<file path="src/rtl/alu_pkg.sv">
// -----------------------------------------------------------------------------
// alu_pkg
//   Shared definitions for the ALU issuing sequencer: opcode values, the
//   packed instruction layout, and the sequencer FSM state encoding.
//
//   Instruction word (INSTR_W = 21 bits):
//     [20]    use_acc  take data1 from the accumulator instead of field a
//     [19:16] opcode   0 NOP, 1 AND, 2 OR, 3 XOR, 4 ADD, 5 SUB,
//                      6 SHR, 7 SHL, 8 NOT; 9..15 are rejected
//     [15:8]  a        operand A (data1 when use_acc = 0)
//     [7:0]   b        operand B (always data2)
// -----------------------------------------------------------------------------
package alu_pkg;

  // Datapath and field geometry
  localparam int DATA_W      = 8;
  localparam int OPCODE_W    = 4;
  localparam int INSTR_W     = 21;
  localparam int USE_ACC_BIT = 20;
  localparam int OPCODE_LSB  = 16;
  localparam int A_LSB       = 8;
  localparam int B_LSB       = 0;

  // Opcodes understood by the ALU
  localparam logic [OPCODE_W-1:0] OP_NOP = 4'd0;
  localparam logic [OPCODE_W-1:0] OP_AND = 4'd1;
  localparam logic [OPCODE_W-1:0] OP_OR  = 4'd2;
  localparam logic [OPCODE_W-1:0] OP_XOR = 4'd3;
  localparam logic [OPCODE_W-1:0] OP_ADD = 4'd4;
  localparam logic [OPCODE_W-1:0] OP_SUB = 4'd5;
  localparam logic [OPCODE_W-1:0] OP_SHR = 4'd6;
  localparam logic [OPCODE_W-1:0] OP_SHL = 4'd7;
  localparam logic [OPCODE_W-1:0] OP_NOT = 4'd8;

  // Highest opcode the ALU implements; anything above is an error response
  localparam logic [OPCODE_W-1:0] OP_MAX_VALID = OP_NOT;

  // Packed view of the instruction word; field order matches the bit layout
  typedef struct packed {
    logic                use_acc;
    logic [OPCODE_W-1:0] opcode;
    logic [DATA_W-1:0]   a;
    logic [DATA_W-1:0]   b;
  } instr_t;

  // Sequencer states
  typedef enum logic [1:0] {
    ST_IDLE  = 2'd0,  // waiting for a host instruction
    ST_ISSUE = 2'd1,  // ALU inputs held while the result settles
    ST_RESP  = 2'd2   // response presented until the host takes it
  } state_e;

endpackage : alu_pkg

</file>
<file path="src/rtl/alu_op_decode.sv">
// -----------------------------------------------------------------------------
// alu_op_decode
//   Combinational opcode classifier for the sequencer.
//
//   Ports:
//     opcode_i    in  4  opcode field of the incoming instruction
//     is_nop_o    out 1  opcode is NOP (answered without driving the ALU)
//     is_valid_o  out 1  opcode is 0..OP_MAX_VALID (NOP counts as valid)
// -----------------------------------------------------------------------------
module alu_op_decode
  import alu_pkg::*;
(
  input  logic [OPCODE_W-1:0] opcode_i,
  output logic                is_nop_o,
  output logic                is_valid_o
);

  always_comb begin
    // NOTE: every output gets a default first so always_comb cannot infer a latch.
    is_nop_o   = 1'b0;
    is_valid_o = 1'b0;
    if (opcode_i == OP_NOP) begin
      is_nop_o = 1'b1;
    end
    if (opcode_i <= OP_MAX_VALID) begin
      is_valid_o = 1'b1;
    end
  end

endmodule : alu_op_decode

</file>
<file path="src/rtl/alu_sequencer.sv">
// -----------------------------------------------------------------------------
// alu_sequencer
//   Issuing side of the ALU opcode/operand interface. Accepts one packed
//   instruction at a time over valid/ready, drives the combinational ALU,
//   holds its inputs for SETTLE_CYCLES, captures the result and returns it
//   with zero/error flags. An 8-bit accumulator keeps the last ALU result so
//   an instruction can use it as data1 (use_acc).
//
//   Parameters:
//     SETTLE_CYCLES  cycles the ALU inputs are held before capture (1..15)
//
//   Ports:
//     clk         in   1   clock, rising edge
//     reset       in   1   asynchronous, active-high
//     in_valid    in   1   host instruction valid
//     in_ready    out  1   sequencer idle and able to accept
//     in_instr    in   21  packed instruction (see alu_pkg)
//     alu_opcode  out  4   ALU opcode, 0 whenever the ALU is not in use
//     alu_data1   out  8   ALU operand 1
//     alu_data2   out  8   ALU operand 2
//     alu_hasil   in   8   ALU result
//     out_valid   out  1   response valid
//     out_ready   in   1   host accepts response
//     out_result  out  8   captured result (0 for NOP and error responses)
//     out_zero    out  1   out_result == 0 (never set on an error response)
//     out_err     out  1   instruction carried an opcode above OP_MAX_VALID
//
//   Latency from the accepting edge to out_valid: SETTLE_CYCLES+1 edges for
//   an ALU opcode, 1 edge for NOP or an invalid opcode. Only one instruction
//   is in flight; in_ready stays low until the response is taken.
// -----------------------------------------------------------------------------
module alu_sequencer
  import alu_pkg::*;
#(
  parameter int unsigned SETTLE_CYCLES = 1
) (
  input  logic                clk,
  input  logic                reset,
  input  logic                in_valid,
  output logic                in_ready,
  input  logic [INSTR_W-1:0]  in_instr,
  output logic [OPCODE_W-1:0] alu_opcode,
  output logic [DATA_W-1:0]   alu_data1,
  output logic [DATA_W-1:0]   alu_data2,
  input  logic [DATA_W-1:0]   alu_hasil,
  output logic                out_valid,
  input  logic                out_ready,
  output logic [DATA_W-1:0]   out_result,
  output logic                out_zero,
  output logic                out_err
);

  // Counter preload: cnt reaches 0 after SETTLE_CYCLES-1 decrements, so the
  // capture edge is SETTLE_CYCLES edges after the inputs were first driven.
  localparam logic [3:0] CNT_INIT = 4'(SETTLE_CYCLES - 1);

  // ---------------------------------------------------------------------------
  // State and registered outputs
  // ---------------------------------------------------------------------------
  state_e                state_q;
  logic [3:0]            cnt_q;
  logic [DATA_W-1:0]     acc_q;
  logic [OPCODE_W-1:0]   alu_opcode_q;
  logic [DATA_W-1:0]     alu_data1_q;
  logic [DATA_W-1:0]     alu_data2_q;
  logic                  out_valid_q;
  logic [DATA_W-1:0]     out_result_q;
  logic                  out_zero_q;
  logic                  out_err_q;

  // ---------------------------------------------------------------------------
  // Instruction decode (only meaningful on the accepting edge)
  // ---------------------------------------------------------------------------
  instr_t            instr;
  logic              is_nop;
  logic              is_valid;
  logic              accept;
  logic [DATA_W-1:0] alu_data1_d;

  assign instr       = instr_t'(in_instr);
  assign alu_data1_d = instr.use_acc ? acc_q : instr.a;
  assign accept      = in_valid && (state_q == ST_IDLE);

  alu_op_decode u_op_decode (
    .opcode_i   (instr.opcode),
    .is_nop_o   (is_nop),
    .is_valid_o (is_valid)
  );

  // ---------------------------------------------------------------------------
  // Sequencer FSM
  // ---------------------------------------------------------------------------
  always_ff @(posedge clk or posedge reset) begin
    if (reset) begin
      // Reset discards any pending work, including a half-finished ALU op.
      state_q      <= ST_IDLE;
      cnt_q        <= '0;
      acc_q        <= '0;
      alu_opcode_q <= OP_NOP;
      alu_data1_q  <= '0;
      alu_data2_q  <= '0;
      out_valid_q  <= 1'b0;
      out_result_q <= '0;
      out_zero_q   <= 1'b0;
      out_err_q    <= 1'b0;
    end else begin
      // NOTE: non-blocking assignments so every register here sees pre-edge values.
      unique case (state_q)
        ST_IDLE: begin
          if (accept) begin
            if (is_valid && !is_nop) begin
              // Real ALU work: present operands and start the settle count.
              state_q      <= ST_ISSUE;
              cnt_q        <= CNT_INIT;
              alu_opcode_q <= instr.opcode;
              alu_data1_q  <= alu_data1_d;
              alu_data2_q  <= instr.b;
            end else begin
              // NOP and rejected opcodes answer immediately; the ALU stays
              // idle and the accumulator is untouched.
              state_q      <= ST_RESP;
              out_valid_q  <= 1'b1;
              out_result_q <= '0;
              out_zero_q   <= is_nop;
              out_err_q    <= !is_valid;
            end
          end
        end

        ST_ISSUE: begin
          if (cnt_q == 4'd0) begin
            state_q      <= ST_RESP;
            out_valid_q  <= 1'b1;
            out_result_q <= alu_hasil;
            out_zero_q   <= (alu_hasil == '0);
            out_err_q    <= 1'b0;
            acc_q        <= alu_hasil;
            // Park the ALU interface at zero between operations.
            alu_opcode_q <= OP_NOP;
            alu_data1_q  <= '0;
            alu_data2_q  <= '0;
          end else begin
            cnt_q <= cnt_q - 4'd1;
          end
        end

        ST_RESP: begin
          // Result and flags hold until the host takes them.
          if (out_ready) begin
            out_valid_q <= 1'b0;
            state_q     <= ST_IDLE;
          end
        end

        default: begin
          state_q <= ST_IDLE;
        end
      endcase
    end
  end

  // ---------------------------------------------------------------------------
  // Outputs
  // ---------------------------------------------------------------------------
  assign in_ready   = (state_q == ST_IDLE);
  assign alu_opcode = alu_opcode_q;
  assign alu_data1  = alu_data1_q;
  assign alu_data2  = alu_data2_q;
  assign out_valid  = out_valid_q;
  assign out_result = out_result_q;
  assign out_zero   = out_zero_q;
  assign out_err    = out_err_q;

endmodule : alu_sequencer

</file>
<file path="config.mk">
export PLATFORM = sky130hd
export DESIGN_NAME = alu_sequencer
export DESIGN_NICKNAME = d
export VERILOG_FILES = /design/src/rtl/alu_pkg.sv /design/src/rtl/alu_op_decode.sv /design/src/rtl/alu_sequencer.sv
export SDC_FILE = /design/constraint.sdc
export NUM_CORES = 1
export LEC_CHECK = 0
export BUFFER_PORTS_ARGS = -buffer_cell sky130_fd_sc_hd__buf_4
export CAP_MARGIN = 10
export CORE_ASPECT_RATIO = 0.7
export CORE_MARGIN = 3
export CORE_UTILIZATION = 24
export CTS_CLUSTER_SIZE = 8
export DETAILED_ROUTE_END_ITERATION = 10
export SYNTH_ARGS = -nofsm -noshare
export SYNTH_HDL_FRONTEND = slang
export SYNTH_HIERARCHICAL = 1
export SYNTH_SLANG_ARGS = --single-unit
</file>
<file path="constraint.sdc">
create_clock -name clk -period 6.3 [get_ports clk]
set_clock_uncertainty 0.15 [all_clocks]
set_input_delay 0.315 -clock clk [delete_from_list [all_inputs] [get_ports clk]]
set_output_delay 0.315 -clock clk [all_outputs]
set_load 0.03 [all_outputs]
</file>
==> results by stage <==
Routing:
- Dividing the detail-routed wire length by the instance count gives 15.7 microns.
- The count of nets left with antenna violations after detail routing is 0.
- The final wirelength is a little under 5000 microns.
- The sum of met2 wire segment lengths after detailed routing is between 2000 and 2500 microns.
- Using the TritonRoute via totals, the vias-per-cell ratio works out to 4.56.
- The detailed router finished its first iteration with 65 violations.
- The routed length on met1 is ~2500 microns.
- Detailed routing placed a total of ~270 microns of wire on met3.
- In the routed design, unresolved DRC markers number 0.
- The length of the first detailed-routing pass in iterations is 4.
- Routed signal wires occupy layers up through met4.
- The via count of the routed design is roughly 1400.

Clock tree:
- For the worst-skew pair, the clock arrives at the later sink with an insertion delay of between 0.2 and 0.3 ns.
- In this run the deepest clock path goes through 2 buffers.
- The number of gates resized after CTS was 0.
- The CTS tree is yes.
- The post-CTS clock slew at the launch and capture registers of the worst setup and hold paths is roughly 0.060 ns.
- Buffers added to address setup during post-CTS repair amount to 0.
- Buffers inserted to repair hold after CTS numbered 0.
- Counting every sink on the clock net gives 45.
- The deepest level of the CTS H-tree is 2.
- The tree is rooted in a sky130_fd_sc_hd__clkbuf_16.
- The number of buffers created by CTS is 5.

Placement:
- Prior to clock tree synthesis, the placed netlist has a worst setup slack of around 3.7 ns.
- The count of input and output buffers is 64.
- Summed over all nets, the half-perimeter wirelength after detailed placement is between 3000 and 4000 microns.
- The placed instance count is just over 300.
- The post-place instance area is approximately 2500 sq um.
- The final weighted congestion of routability-driven global placement is 0.781.

Floorplan:
- The number of placed I/O pins is 65.
- The horizontal die dimension is ~110 microns.
- The y dimension of the die is slightly above 80 microns.
- Row generation in the floorplan step produced 26 rows.
- For this configuration, the core starts out at a cell density of 25.5%.
- The area of the core region is 7550 sq um.
- The die covers approximately 9200 sq um.

Yosys:
- Counting instances in the post-synthesis netlist gives the leading cell types as sky130_fd_sc_hd__dfrtp_1 (45), sky130_fd_sc_hd__a22o_1 (20), sky130_fd_sc_hd__mux2i_1 (9), sky130_fd_sc_hd__mux2_2 (8), sky130_fd_sc_hd__o2bb2ai_1 (8).
- Sequential elements use between 50 and 60% of the synthesized area.
- Yosys attributes the largest share of cell area to sky130_fd_sc_hd__dfrtp_1 (58%), sky130_fd_sc_hd__a22o_1 (9.1%), sky130_fd_sc_hd__mux2i_1 (4.7%).
- Counting flops with a built-in enable in the synthesized netlist gives 0.
- The cell with the most instances after synthesis is sky130_fd_sc_hd__dfrtp_1.
- The average cell area after synthesis is 12.8 sq um.
- During synthesis, Yosys emitted a total of 6 warnings.
- The top cell type by total area after synthesis is sky130_fd_sc_hd__dfrtp_1.
- The most used flip-flop cell after synthesis is sky130_fd_sc_hd__dfrtp_1.
- The count of mapped cells out of synthesis is 150.
- The count of unique library cells instantiated by Yosys is 34.
- The mapped netlist covers approximately 1900 sq um.
- The number of nets produced by synthesis is 185.
- Counting flops and latches in the post-synthesis netlist gives 45.
- The post-synthesis async set-or-reset flop share is 100%.
- The share of synthesized area in the top cell type comes to about three fifths.

Job:
- Across the run, the number of max-cap violations was 0.

STA:
- The final count of pins violating max slew was 0.
- The smallest clock period supported by the final layout is computed as between 2 and 2.5 ns.
- The final number of hold-violating endpoints is 0.
- Setup violations remaining at the end of the flow were counted as 0.
- In the finished design, the share of the clock period the worst path needs comes to 38.8%.
- The summed negative setup slack over all endpoints is 0 ns.
- The maximum achievable frequency is 409 MHz.
- Setup repair after global routing left no endpoint under its margin.
- The worst relative slew slack is about 32%.
- At the pin with the least slew margin, the transition time is about 1.0 ns.
- After layout, the worst setup slack is just under 4 ns.

Power and ir drop:
- The largest voltage drop on the vdd net is approximately 0.20 mV.
- The leakage dissipation is 1.25 nW.
- Power spread over the standard cell area amounts to between 500 and 600 nW/um^2.

Setup path:
- The maximum fanout along the worst path is 18.
- The type of destination of the critical path is a flop.
- The critical path launch point type is a flop.
- Data on the critical path is required at its endpoint by 6.32 ns.
- The worst setup path is of the reg -> reg kind.
- The data arrival time of the critical path is 2.46 ns.

Finish:
- In the final layout, the share of cells above drive strength 1 is just under 40%.
- The summed area of non-filler cells in the final layout is 2630 sq um.
- The net count of the finished layout is approximately 250.
- 0 antenna diodes ended up in the layout.
- The filler cells instantiated in the layout total approximately 770.
- The area added between synthesis and finish is 36.5%.
- The utilization after layout is 34.8%.
- The number of cells in the finished layout apart from fillers is about 310.

Global route:
- The number of global-route vias before repair is 1569.
- Entering global routing, the biggest net connects between 40 and 50 pins.
- The first global-routing pass estimated 8300 microns of wire.
- The initial antenna violation count is 0.
- The all-layer global routing usage is 11.6%.
- Summed over all layers, the global routing overflow is 0.

Outcome:
- The flow ran to the end, and the final reports show no timing, DRC or antenna violations.

Hold path:
- The class of the tightest hold or removal check is in -> async.
-- critical path: stages (launching register included) --
cell and delay, ns:
sky130_fd_sc_hd__dfrtp_1 0.38, sky130_fd_sc_hd__inv_1 0.11, sky130_fd_sc_hd__ha_1 0.19, sky130_fd_sc_hd__or3b_1 0.47, sky130_fd_sc_hd__nor3_4 0.62, sky130_fd_sc_hd__mux2_2 0.41
-- cell usage in the layout (no fill, tap or decap) --
cell type,synthesis,layout
sky130_fd_sc_hd__nand2_1,6,6
sky130_fd_sc_hd__nor3b_1,2,2
sky130_fd_sc_hd__or3b_1,2,2
sky130_fd_sc_hd__o31ai_1,1,1
sky130_fd_sc_hd__mux2i_1,9,9
sky130_fd_sc_hd__ha_1,2,2
sky130_fd_sc_hd__a22o_1,20,20
sky130_fd_sc_hd__a21boi_0,1,1
sky130_fd_sc_hd__o221ai_1,1,1
sky130_fd_sc_hd__buf_4,0,65
sky130_fd_sc_hd__nor4_2,1,1
sky130_fd_sc_hd__nor4_1,2,2
sky130_fd_sc_hd__o21ai_0,3,3
sky130_fd_sc_hd__a211oi_1,1,1
sky130_fd_sc_hd__inv_2,0,1
sky130_fd_sc_hd__a22oi_1,2,2
sky130_fd_sc_hd__nand3_1,2,2
sky130_fd_sc_hd__inv_1,7,6
sky130_fd_sc_hd__clkbuf_1,3,2
sky130_fd_sc_hd__nor3_4,1,1
sky130_fd_sc_hd__a21oi_1,1,1
sky130_fd_sc_hd__clkbuf_16,0,5
sky130_fd_sc_hd__mux2_2,8,8
sky130_fd_sc_hd__nor2b_1,2,2
sky130_fd_sc_hd__a221oi_1,1,1
sky130_fd_sc_hd__nand3b_1,1,1
sky130_fd_sc_hd__nor2_1,4,4
sky130_fd_sc_hd__dfrtp_1,45,45
sky130_fd_sc_hd__clkinvlp_4,0,1
sky130_fd_sc_hd__o22ai_1,3,3
sky130_fd_sc_hd__and4bb_2,1,1
sky130_fd_sc_hd__nand4_1,1,1
sky130_fd_sc_hd__nand2b_1,2,2
sky130_fd_sc_hd__nor3_1,2,2
sky130_fd_sc_hd__o2bb2ai_1,8,8
-- path summary, 6_finish.rpt --
path	startpoint	endpoint	slack, ns	cells past startpoint
max	cnt_q[0]	acc_q[3]	3.86	5
min	reset	alu_data1[1]	0.09	2
max reg2reg	cnt_q[0]	acc_q[3]	3.86	5
min reg2reg	alu_data1[5]	alu_data1[5]	0.34	1
max in group asynchronous	reset	out_valid	5.33	2
min in group clk	in_instr[7]	alu_data2[7]	0.10	2
-- cell families after synthesis --
family | Yosys count | share of synthesized area (%)
flip-flops | 45 | 58.4
multiplexers | 17 | 9.35
buffers and inverters | 15 | 3.83
adder cells (fa/ha/maj) | 2 | 1.30
AND/OR/NAND/NOR | 29 | 9.48
AO/OA/AOI/OAI | 42 | 17.6
-- sequential cells by signal, indices dropped and copies added, names as in the netlist --
register and count:
out_result 8, alu_opcode 4, out_err 1, out_valid 1, out_zero 1, cnt_q 4
alu_data1 8, acc_q 8, alu_data2 8, state_q 2
-- per-layer routing --
layer	vias to the layer above	global-route usage [%]
met5	-	0
met4	0	3.24
met3	6	3.95
met2	40	16.6
met1	692	16.5
li1	690	-
-- where the power goes --
group,switching (mW),internal [mW]
Clock,0.110,0.147
Sequential,0.0869,0.418
Combinational,0.373,0.271
Total,0.570,0.836
-- final cells by class --
cell class,instances,area [sq um],share of cell area (%)
flip-flops and latches,45,1130,42.8
multi-input cells,90,727,27.6
repair buffers,65,488,18.6
clock buffers,7,133,5.04
well taps,98,123,4.66
inverters,7,26.3,0.999
clock inverters,1,7.51,0.285
-- stage by stage --
step / hold slack [ns] / total power [mW]
3_3_place_gp: 0.326 / 1.15
3_5_place_dp: 0.328 / 1.16
6_report: 0.0888 / 1.41
2_1_floorplan: 0.305 / 0.928
5_1_grt: 0.101 / 1.50
4_1_cts: 0.0958 / 1.42
No activity file was read; power rests on OpenSTA's default activity.
